### config.mk
export PLATFORM = sky130hd
export DESIGN_NAME = nvram_upload
export DESIGN_NICKNAME = d
export VERILOG_FILES = /design/src/rtl/nvram_upload.sv
export SDC_FILE = /design/constraint.sdc
export NUM_CORES = 1
export LEC_CHECK = 0
export BUFFER_PORTS_ARGS = -buffer_cell sky130_fd_sc_hd__clkbuf_2
export CAP_MARGIN = 25
export CORE_ASPECT_RATIO = 0.6
export CORE_MARGIN = 2
export CORE_UTILIZATION = 43
export CTS_BUF_LIST = sky130_fd_sc_hd__clkbuf_4
export DETAILED_ROUTE_END_ITERATION = 8
export GPL_TIMING_DRIVEN = 0
export HOLD_SLACK_MARGIN = 0.1
export MAX_ROUTING_LAYER = met4
export PLACE_DENSITY = 0.78
export SYNTH_ARGS = -nofsm -noshare
export SYNTH_HDL_FRONTEND = slang
export SYNTH_SLANG_ARGS = --single-unit
### constraint.sdc
create_clock -name clk_12 -period 1.7 [get_ports clk_12]
set_input_delay 0.17 -clock clk_12 [delete_from_list [all_inputs] [get_ports clk_12]]
set_output_delay 0.17 -clock clk_12 [all_outputs]
set_load 0.05 [all_outputs]
### src/rtl/nvram_upload.sv
// HPS upload responder: streams the EAROM shadow RAM back to the HPS byte by byte
// and tracks whether game writes have happened since the last complete upload.
module nvram_upload #(
    parameter int unsigned ADDR_W = 6,
    parameter logic [7:0]  INDEX  = 8'd4,
    parameter logic [7:0]  FILL   = 8'h00
) (
    input  logic              clk_12,
    input  logic              RESET_L,
    input  logic              ioctl_upload,
    input  logic [7:0]        ioctl_index,
    input  logic              ioctl_rd,
    input  logic [24:0]       ioctl_addr,
    output logic [7:0]        ioctl_din,
    output logic              ioctl_wait,
    output logic              ram_rd,
    output logic [ADDR_W-1:0] ram_addr,
    input  logic              ram_busy,
    input  logic [7:0]        ram_dout,
    input  logic              game_wr,
    output logic              nvram_dirty
);

    localparam int unsigned      DEPTH = 1 << ADDR_W;
    localparam int unsigned      CNT_W = ADDR_W + 1;
    localparam logic [CNT_W-1:0] FULL  = CNT_W'(DEPTH);

    typedef enum logic [1:0] {
        ST_IDLE = 2'd0,
        ST_REQ  = 2'd1,
        ST_DATA = 2'd2
    } state_t;

    state_t            state_q, state_d;
    logic [7:0]        din_q, din_d;
    logic              wait_q, wait_d;
    logic              rd_q, rd_d;
    logic [ADDR_W-1:0] addr_q, addr_d;
    logic [CNT_W-1:0]  served_q, served_d;
    logic              wflag_q, wflag_d;
    logic              dirty_q, dirty_d;
    logic              session_q, session_d;
    logic              upload_q;

    logic sel_c, accept_c, in_range_c, upload_rise_c, upload_fall_c, req_done_c;

    assign sel_c         = ioctl_upload && (ioctl_index == INDEX);
    assign accept_c      = ioctl_rd && sel_c && (state_q == ST_IDLE);
    assign in_range_c    = (ioctl_addr[24:ADDR_W] == '0);
    assign upload_rise_c = sel_c && !upload_q;
    assign upload_fall_c = !ioctl_upload && upload_q;
    assign req_done_c    = rd_q && !ram_busy;

    // State register
    always_ff @(posedge clk_12 or negedge RESET_L) begin
        if (!RESET_L) begin
            state_q <= ST_IDLE;
        end else begin
            state_q <= state_d;
        end
    end

    // Next-state logic; a dropped upload abandons any in-flight read
    always_comb begin
        state_d = state_q;
        case (state_q)
            ST_IDLE: if (accept_c && in_range_c) state_d = ST_REQ;
            ST_REQ: begin
                if (!ioctl_upload)   state_d = ST_IDLE;
                else if (req_done_c) state_d = ST_DATA;
            end
            ST_DATA: state_d = ST_IDLE;
            default: state_d = ST_IDLE;
        endcase
    end

    // Output and bookkeeping next values
    always_comb begin
        din_d     = din_q;
        wait_d    = wait_q;
        rd_d      = rd_q;
        addr_d    = addr_q;
        served_d  = served_q;
        wflag_d   = wflag_q;
        dirty_d   = dirty_q;
        session_d = session_q;

        case (state_q)
            ST_IDLE: begin
                if (accept_c) begin
                    if (in_range_c) begin
                        wait_d = 1'b1;
                        rd_d   = 1'b1;
                        addr_d = ioctl_addr[ADDR_W-1:0];
                    end else begin
                        din_d = FILL;
                    end
                end
            end
            ST_REQ: begin
                if (!ioctl_upload || req_done_c) rd_d = 1'b0;
                if (!ioctl_upload)               wait_d = 1'b0;
            end
            ST_DATA: begin
                rd_d   = 1'b0;
                wait_d = 1'b0;
                if (ioctl_upload) begin
                    din_d = ram_dout;
                    if (served_q != FULL) served_d = served_q + CNT_W'(1);
                end
            end
            default: begin
                rd_d   = 1'b0;
                wait_d = 1'b0;
            end
        endcase

        if (upload_rise_c) begin
            session_d = 1'b1;
            served_d  = '0;
            wflag_d   = 1'b0;
        end else if (upload_fall_c) begin
            session_d = 1'b0;
        end
        if (game_wr && (session_q || upload_rise_c)) wflag_d = 1'b1;

        // A write coincident with the clearing edge keeps the flag set
        if (upload_fall_c && session_q && (served_q == FULL) && !wflag_q) dirty_d = 1'b0;
        if (game_wr) dirty_d = 1'b1;
    end

    always_ff @(posedge clk_12 or negedge RESET_L) begin
        if (!RESET_L) begin
            din_q     <= 8'h00;
            wait_q    <= 1'b0;
            rd_q      <= 1'b0;
            addr_q    <= '0;
            served_q  <= '0;
            wflag_q   <= 1'b0;
            dirty_q   <= 1'b0;
            session_q <= 1'b0;
            upload_q  <= 1'b0;
        end else begin
            din_q     <= din_d;
            wait_q    <= wait_d;
            rd_q      <= rd_d;
            addr_q    <= addr_d;
            served_q  <= served_d;
            wflag_q   <= wflag_d;
            dirty_q   <= dirty_d;
            session_q <= session_d;
            upload_q  <= ioctl_upload;
        end
    end

    assign ioctl_din   = din_q;
    assign ioctl_wait  = wait_q;
    assign ram_rd      = rd_q;
    assign ram_addr    = addr_q;
    assign nvram_dirty = dirty_q;

endmodule
==> results_dict.tcl, run 1 <==
set metrics [dict create \
    avgSynthCellArea_sq_um 10.3 \
    multiInputGateArea_sq_um 617 \
    stdcell_area_sq_um 2030 \
    rsz0062_at_grt "yes" \
    cpPeakStageDelay_ns 0.41 \
    synth.ff_latch_count 29 \
    yosysWarnings 0 \
    detail-route-antenna-nets 0 \
    power.switching_uw 329 \
    clk_pin_slew_worst_paths_ns 0.09 \
    ios 64 \
    clockBufferDepth 2 \
    crit_type "reg -> reg" \
    root_buffer "clkbuf_4" \
    grt.total_usage_pct 21.8 \
    initial_core_util_pct 46.0 \
    dpl_cell_area_sq_um 1710 \
    netlist_instances 130 \
    min_path_type "in -> reg" \
    syn_nets 179 \
    yosysUniqueCellTypes 30 \
    p_leak_uw 0.00103 \
    hpwl_um 2580 \
    drt_iter0_markers 94 \
    min_period_ns 1.61 \
    grt_start_max_net_pins 30 \
    worstMarginPinSlew_ns 0.705 \
    via_count 1364 \
    status "complete, no violations" \
    fmax_mhz 623 \
    setup-violations-final 0 \
    die_h_um 47.2 \
    gp_congestion 0.832 \
    layout_commonest_cell "clkbuf_2" \
    nNetsFinal 271 \
    fp-row-count 15 \
    detail_route.wl_per_cell_um 14.1 \
    critPathBufInv 1 \
    core-area_sq_um 2910 \
    slowest_stage "dfrtp_1" \
    grt_antenna_before_repair 0 \
    timing.hold.ws_ns 0.109 \
    cp.arrival_ns 1.81 \
    final_cell_mix "clkbuf_2, dfrtp_1, nand2_1" \
    die_area_sq_um 3590 \
    grt_overflow 0 \
    timing.final.crit_share_pct 94.5 \
    grt_pass1_wl_um 5700 \
    final-hold-violation-count 0 \
    p_per_area_nw_per_um2 702 \
    ys_seq_area_share_pct 54.2 \
    max_cap_violations 0 \
    wl_um 3730 \
    max-vdd-ir-drop_mv 0.365 \
    syn_area_sq_um 1340 \
    critical_path.endpoint_type "flop" \
    io_buffer_count 63 \
    die_w_um 76.0 \
    syn2layout_area_growth_pct 52.0 \
    drive_above_1_share_pct 41.3 \
    slew_violations 0 \
    cts_max_level 2 \
    critical_path_required_ns 1.91 \
    n_fill_cell 224 \
    crit_fanout 7 \
    clkPwrFrac_pct 38.9 \
    drtPass1Iterations 4 \
    clock_sinks 29 \
    skew_ns 0.0102 \
    drc 0 \
    intPower_uw 1100 \
    insertion_delay_ns 0.32 \
    cp_top_family "simple AND/OR/NAND/NOR gates" \
    power_frac_comb_pct 11.5 \
    numCtsBuffers 5 \
    seqPwrFrac_pct 49.6 \
    cp_cell_sequence "nor3b_2, nand4_1, nor3_4, buf_12, mux2_2" \
    drt-vias-per-instance 5.15 \
    antenna_cells 0 \
    grt_pass1_vias 1251 \
    p_sw_share_pct 23.0 \
    cts_tree "yes" \
    maxSlewHeadroom_pct 53.0 \
    worst_setup_path_start_kind "flop" \
    regArea_sq_um 727 \
]
## synthesized netlist by cell type (all sizes together)
| cell type | instances | area [sq um] |
|---|---|---|
| nor4b | 2 | 17.5 |
| dfrtp | 29 | 726 |
| or3 | 2 | 12.5 |
| o21bai | 1 | 7.51 |
| inv | 6 | 22.5 |
| and4 | 1 | 8.76 |
| nand2 | 24 | 90.1 |
| nor2b | 4 | 25.0 |
| a21o | 2 | 15.0 |
| mux2i | 1 | 10.0 |
| o21ai | 13 | 65.1 |
| clkbuf | 1 | 3.75 |
| xnor2 | 3 | 26.3 |
| nor2 | 5 | 18.8 |
| mux2 | 6 | 67.6 |
| nand4 | 1 | 6.26 |
| nor4 | 5 | 31.3 |
| nor3b | 2 | 20.0 |
| a211oi | 2 | 15.0 |
| nand3b | 1 | 7.51 |
| and4b | 1 | 10.0 |
| nand4b | 1 | 8.76 |
| a21oi | 4 | 20.0 |
| nor3 | 5 | 36.3 |
| a31o | 2 | 17.5 |
| o21ba | 1 | 10.0 |
| nand3 | 3 | 15.0 |
| ha | 2 | 25.0 |
## final timing paths
kind	from	to	slack (ns)	cells after the start
hold / removal	ram_dout[3]	ioctl_din[3]$_DFFE_PN0P_	0.11	3
max in group asynchronous	RESET_L	state_q[0]$_DFFE_PN0P_	0.79	2
setup reg to reg	state_q[1]$_DFFE_PN0P_	ram_addr[1]$_DFFE_PN0P_	0.09	5
setup / recovery	state_q[1]$_DFFE_PN0P_	ram_addr[1]$_DFFE_PN0P_	0.09	5
hold reg to reg	upload_q$_DFF_PN0_	session_q$_DFFE_PN0P_	0.47	1
min in group asynchronous	RESET_L	served_q[4]$_DFFE_PN0P_	0.42	2
## stage by stage
stage	setup TNS, ns	utilization [%]	total power, uW	worst slack [ns]	std cells
6_report	0	69.9	1430	0.0941	265
5_1_grt	-0.0177	69.9	1490	-0.00808	265
3_3_place_gp	-0.778	58.7	850	-0.124	235
4_1_cts	0	68.5	1440	0.0326	262
3_5_place_dp	-1.66	58.7	856	-0.201	235
2_1_floorplan	0	-	772	0.122	130
## registers in the layout, indices dropped and copies added, names as in the netlist
register	cells
ram_rd	1
ioctl_wait	1
wflag_q	1
session_q	1
upload_q	1
served_q	7
ram_addr	6
state_q	2
ioctl_din	8
nvram_dirty	1
## tightest hold or removal path, cell delays in order
cell and delay [ns]:
clkbuf_2 0.08, nand2_1 0.06, o21ai_0 0.07
## layer usage
metal / GRT usage, % / up-vias / wire length [um]
met5: - / - / 0
met4: 6.55 / 0 / 27
met3: 7.12 / 4 / 346
met2: 37.7 / 74 / 1760
met1: 25.5 / 642 / 1600
li1: - / 644 / -
## timing repair
action                                  4_1_cts  5_1_grt
pin swaps                                     2        2
endpoints found under the hold margin        45        0
resized for setup                             3        3
endpoints found under the setup margin       10       11
hold buffers                                 16        0
buffers inserted                              3        3
## power groups by stage
stage,clock (uW),combinational (uW),sequential (uW)
final,556,164,709
after global routing,601,178,710
after CTS,565,164,708
after detailed placement,0,134,722
after global placement,0,129,721
after floorplan,0,16.2,756
## logic make-up (layout without fill, tap and decap cells)
group / after synthesis / count (layout) / share of synthesized area, %
AND/OR/NAND/NOR: 57 / 57 / 23.0
buffers and inverters: 7 / 100 / 1.96
adder cells (fa/ha/maj): 2 / 2 / 1.87
AO/OA/AOI/OAI: 25 / 25 / 11.2
flip-flops: 29 / 29 / 54.2
multiplexers: 7 / 7 / 5.79
XOR/XNOR: 3 / 3 / 1.96
## layout make-up
cell class / instances / area share (%)
inverter: 6 / 1.11
timing repair buffer: 85 / 26.2
multi-input combinational: 94 / 30.3
clock inverter: 2 / 1.66
clock buffer: 6 / 2.21
tap: 42 / 2.58
buffer: 1 / 0.185
sequential: 29 / 35.7
Power figures use the tool's default switching activity.
==> run 2: changes to the inputs <==
Settings changed: SETUP_SLACK_MARGIN set to 0.5.
==> run 2 against run 1 <==
Net effect:
- via count is 4.7% higher
- non-clock buffer count up 6
- final area increased by 7.9%
- worst hold slack improved by 0.039 ns
- critical endpoint is now ram_addr[0]$_DFFE_PN0P_
==> results_dict.tcl, run 2 (same netlist as run 1, synthesis figures left out) <==
set metrics [dict create \
    hold_depth 3 \
    layoutNonFillerInstCount 271 \
    die_w_um 76.0 \
    utilization_pct 75.4 \
    critical_path.endpoint_type "flop" \
    critPathBufInv 1 \
    grt_pass1_vias 1399 \
    skew_ns 0.00906 \
    p_total_uw 1300 \
    die_h_um 47.2 \
    grt_most_used_layer "met2" \
    r2r-end "ram_addr[0]$_DFFE_PN0P_" \
    syn2layout_area_growth_pct 63.9 \
    grt_pass1_wl_um 6310 \
    core-area_sq_um 2910 \
    grt_start_max_net_pins 30 \
    max-vdd-ir-drop_mv 0.446 \
    rsz0062_at_grt "yes" \
    clk_pin_slew_worst_paths_ns 0.09 \
    p_per_area_nw_per_um2 591 \
    drt-vias-per-instance 5.27 \
    wl_um 4410 \
    worst_setup_path_start_kind "flop" \
    maxSlewHeadroom_pct 51.5 \
    crit_type "reg -> reg" \
    detail-route-antenna-nets 0 \
    cts_tree "yes" \
    drc 0 \
    initial_core_util_pct 46.0 \
    nNetsFinal 277 \
    gp_congestion 0.819 \
    min_path_type "in -> reg" \
    cts_max_level 2 \
    cp_cell_sequence "nor3b_2, nand4_1, nor3_4, buf_12, mux2_4" \
    place_inst 235 \
    final_cell_mix "clkbuf_2, dfrtp_1, nand2_1" \
    ios 64 \
    rrSetupSlack_ns 0.05 \
    grt_antenna_before_repair 0 \
    met2_usage_pct 42.7 \
    cp-startpoint "state_q[1]$_DFFE_PN0P_" \
    slew_violations 0 \
    detail_route.wl_per_cell_um 16.3 \
    io_buffer_count 63 \
    drtPass1Iterations 4 \
    via_count 1428 \
    dpl_cell_area_sq_um 1750 \
    cpPeakStageDelay_ns 0.44 \
    grt_overflow 0 \
    setup-violations-final 0 \
    clockBufferDepth 2 \
    grtUsageMet3_pct 7.88 \
    slowest_stage "dfrtp_1" \
    hold_path_end "state_q[0]$_DFFE_PN0P_" \
    layout_commonest_cell "clkbuf_2" \
    numCtsBuffers 5 \
    min_period_ns 1.65 \
    clock_sinks 29 \
    worstMarginPinSlew_ns 0.728 \
    largest_reg_flops 8 \
    max_cap_violations 0 \
    grt.total_usage_pct 24.6 \
    hold_start "ram_busy" \
    final-hold-violation-count 0 \
    reg2reg_from "state_q[1]$_DFFE_PN0P_" \
    die_area_sq_um 3590 \
    stdcell_area_sq_um 2190 \
    drt_iter0_markers 83 \
    critical_path_required_ns 1.92 \
    hpwl_um 2650 \
    crit_fanout 8 \
    fp-row-count 15 \
    p_leak_uw 0.00112 \
    fmax_mhz 607 \
    globalRouteMet1Util_pct 27.9 \
    cp.arrival_ns 1.87 \
    insertion_delay_ns 0.33 \
    status "complete, no violations" \
    r2r_cells 5 \
    setup_tns_ns 0 \
    cp_top_family "simple AND/OR/NAND/NOR gates" \
    antenna_cells 0 \
    drive_above_1_share_pct 51.1 \
    root_buffer "clkbuf_4" \
    timing.final.crit_share_pct 96.9 \
]
## run 2: cell count changes in the layout (fill, tap and decap cells not counted), sizes merged
cell and delta:
buf +13, clkbuf -8, bufinv -1, clkinv +1
dlygate4sd3 +1
## run 2: cell type report
| class | count | area [sq um] |
|---|---|---|
| clock inverter | 2 | 10.0 |
| sequential | 29 | 727 |
| timing repair buffer | 91 | 586 |
| fill | 208 | 714 |
| buffer | 1 | 11.3 |
| tap | 42 | 52.6 |
| inverter | 6 | 22.5 |
| multi-input combinational | 94 | 741 |
| clock buffer | 6 | 45.0 |
## run 2: layer usage
metal	up-vias	wire [um]
met1	702	1770
met3	12	233
li1	656	-
met5	-	0
met4	0	80
met2	58	2320
## run 2: how the worst max path moves through the flow
stage	end	slack, ns	cells after the start
after floorplan	ram_addr[0]$_DFFE_PN0P_	0.16	4
after global placement	ram_addr[1]$_DFFE_PN0P_	-0.07	5
after detailed placement	ram_addr[0]$_DFFE_PN0P_	-0.11	4
after CTS	ram_addr[0]$_DFFE_PN0P_	0.05	5
after global routing	ram_addr[1]$_DFFE_PN0P_	-0.01	5
final	ram_addr[0]$_DFFE_PN0P_	0.05	5
## run 2: power by group
group	switching (uW)	leakage (uW)	internal, uW
clock network	239	0.0000354	173
logic	91.2	0.000703	83.4
registers	8.21	0.000382	701
## run 2: worst min-delay path, stage by stage
cell	delay, ns
clkbuf_2	0.09
nor2b_1	0.06
o21bai_1	0.12
## run 2: what timing repair did
action / 4_1_cts / 5_1_grt
endpoints found under the hold margin: 46 / 0
pin swaps: 11 / 14
setup endpoints to repair: 27 / 34
hold buffers: 17 / 0
setup buffers: 10 / 1
resized for setup: 8 / 44
## run 2: per-stage QoR
| step | hold WS [ns] | setup WS, ns |
|---|---|---|
| 3_5_place_dp | 0.259 | -0.107 |
| 2_1_floorplan | -0.126 | 0.163 |
| 3_3_place_gp | 0.241 | -0.0653 |
| 4_1_cts | 0.135 | 0.0535 |
| 5_1_grt | 0.132 | -0.0103 |
| 6_report | 0.148 | 0.0534 |
==> run 3: changes to the inputs <==
Settings changed: CORE_ASPECT_RATIO 0.6 to 0.5, TNS_END_PERCENT set to 30.
==> run 3 against run 2 <==
Net effect:
- final cell count fell by 2.2%
- die area rose by 0.35%
- wire length fell by 13%
- clock power fell by 2%
- setup slack improved by 0.012 ns
- critical path type unchanged
- critical endpoint is now ram_addr[3]$_DFFE_PN0P_
- highest routed layer unchanged
==> results_dict.tcl, run 3 (same netlist as run 1, synthesis figures left out) <==
set metrics [dict create \
    wl_um 3850 \
    drtPass1Iterations 4 \
    p_per_area_nw_per_um2 608 \
    min_path_type "in -> reg" \
    cp.arrival_ns 1.85 \
    grt_antenna_before_repair 0 \
    antenna_cells 0 \
    place_ws_ns -0.148 \
    drc 0 \
    ios 64 \
    drt-vias-per-instance 5.22 \
    drt_iter0_markers 71 \
    detail_route.wl_per_cell_um 14.5 \
    rsz0062_at_grt "yes" \
    crit_fanout 7 \
    p_leak_uw 0.00106 \
    clockBufferDepth 2 \
    gp_congestion 0.821 \
    crit_type "reg -> reg" \
    stdcell_area_sq_um 2120 \
    insertion_delay_ns 0.33 \
    clock_sinks 29 \
    detail-route-antenna-nets 0 \
    core-area_sq_um 2980 \
    max_cap_violations 0 \
    max-vdd-ir-drop_mv 0.338 \
    post-route-worst-setup-slack_ns 0.0653 \
    initial_core_util_pct 45.0 \
    worst_setup_path_start_kind "flop" \
    critical_path.endpoint_type "flop" \
    slew_violations 0 \
    cts_tree "yes" \
    layout_commonest_cell "clkbuf_2" \
    clk_pin_slew_worst_paths_ns 0.09 \
    final-hold-violation-count 0 \
    grt_overflow 0 \
    dpl_cell_area_sq_um 1720 \
    largest_reg_flops 8 \
    hpwl_um 2380 \
    die_w_um 82.9 \
    grt_start_max_net_pins 30 \
    fp-row-count 14 \
    timing.final.crit_share_pct 96.2 \
    nNetsFinal 274 \
    io_buffer_count 63 \
    die_area_sq_um 3600 \
    p_total_uw 1290 \
    grt_pass1_vias 1361 \
    cp_cell_sequence "nor3b_2, nand4_1, nor3_4, buf_12, mux2_4" \
    worstMarginPinSlew_ns 0.736 \
    fmax_mhz 612 \
    status "complete, no violations" \
    final_cell_mix "clkbuf_2, dfrtp_1, nand2_1" \
    die_h_um 43.5 \
    maxSlewHeadroom_pct 51.0 \
    grt.total_usage_pct 23.4 \
    syn2layout_area_growth_pct 58.4 \
    grt_pass1_wl_um 6330 \
    critical_path_required_ns 1.92 \
    drive_above_1_share_pct 48.4 \
    cpPeakStageDelay_ns 0.42 \
    skew_ns 0.0111 \
    cts_max_level 2 \
    min_period_ns 1.63 \
    root_buffer "clkbuf_4" \
    numCtsBuffers 5 \
    via_count 1384 \
    setup-violations-final 0 \
    slowest_stage "dfrtp_2" \
]
==> run 3: cell types whose count changed in the layout (fill, tap and decap cells not counted), sizes merged <==
cell,previous run,this run
clkbuf,62,66
clkinv,2,1
buf,19,12
==> run 3: path summary, 6_finish.rpt <==
check                                        startpoint                  endpoint  slack [ns]  depth (start not counted)
worst max-delay path             state_q[0]$_DFFE_PN0P_   ram_addr[3]$_DFFE_PN0P_        0.07                          5
max in group asynchronous                       RESET_L    state_q[0]$_DFFE_PN0P_        0.77                          2
worst max register to register   state_q[0]$_DFFE_PN0P_   ram_addr[3]$_DFFE_PN0P_        0.07                          5
min in group asynchronous                       RESET_L  ioctl_din[7]$_DFFE_PN0P_        0.42                          2
worst min register to register  nvram_dirty$_DFFE_PN0P_   nvram_dirty$_DFFE_PN0P_        0.49                          1
worst min-delay path                           ram_busy    state_q[0]$_DFFE_PN0P_        0.14                          3
==> run 3: area by class of cell <==
type | count | area [sq um]
buffer | 1 | 7.51
clock buffer | 6 | 45.0
clock inverter | 1 | 3.75
fill | 201 | 857
inverter | 6 | 22.5
multi-input combinational | 94 | 707
sequential | 29 | 727
tap | 40 | 50.0
timing repair buffer | 88 | 558
==> run 3: power by group <==
part | internal, uW | switching (uW) | total, uW
Combinational | 83.3 | 92.4 | 176
Sequential | 701 | 6.79 | 708
Clock | 166 | 239 | 405
==> run 3: critical path: cells and delay by family, from the launching register on <==
kind	cells	cell delay, ns
AND/OR/NAND/NOR	3	0.63
multiplexers	1	0.30
flip-flops	1	0.42
buffers and inverters	1	0.16
==> run 3: metrics by stage <==
stage	setup TNS [ns]	hold slack (ns)	cells	util, %
floorplan	0	-0.126	130	-
global placement	-0.637	0.253	233	57.6
detailed placement	-0.862	0.259	233	57.6
CTS	0	0.119	264	68.4
global route	-0.0298	0.142	265	71.2
finish	0	0.143	265	71.2
==> run 3: routing by layer <==
| metal | share of wire (%) | GRT usage, % | up-vias |
|---|---|---|---|
| met4 | 2.5 | 9.18 | 0 |
| met1 | 40 | 27.1 | 677 |
| met2 | 53 | 40.8 | 45 |
| li1 | - | - | 651 |
| met3 | 4.5 | 5.33 | 11 |
| met5 | 0 | - | - |
==> run 3: timing repair <==
action                                 in CTS  in global routing
pin swaps                                   4                 24
resized for setup                           9                 35
endpoints found under the hold margin      46                  0
buffers inserted                            7                  1
hold buffers                               17                  0
setup endpoints to repair                  27                 30
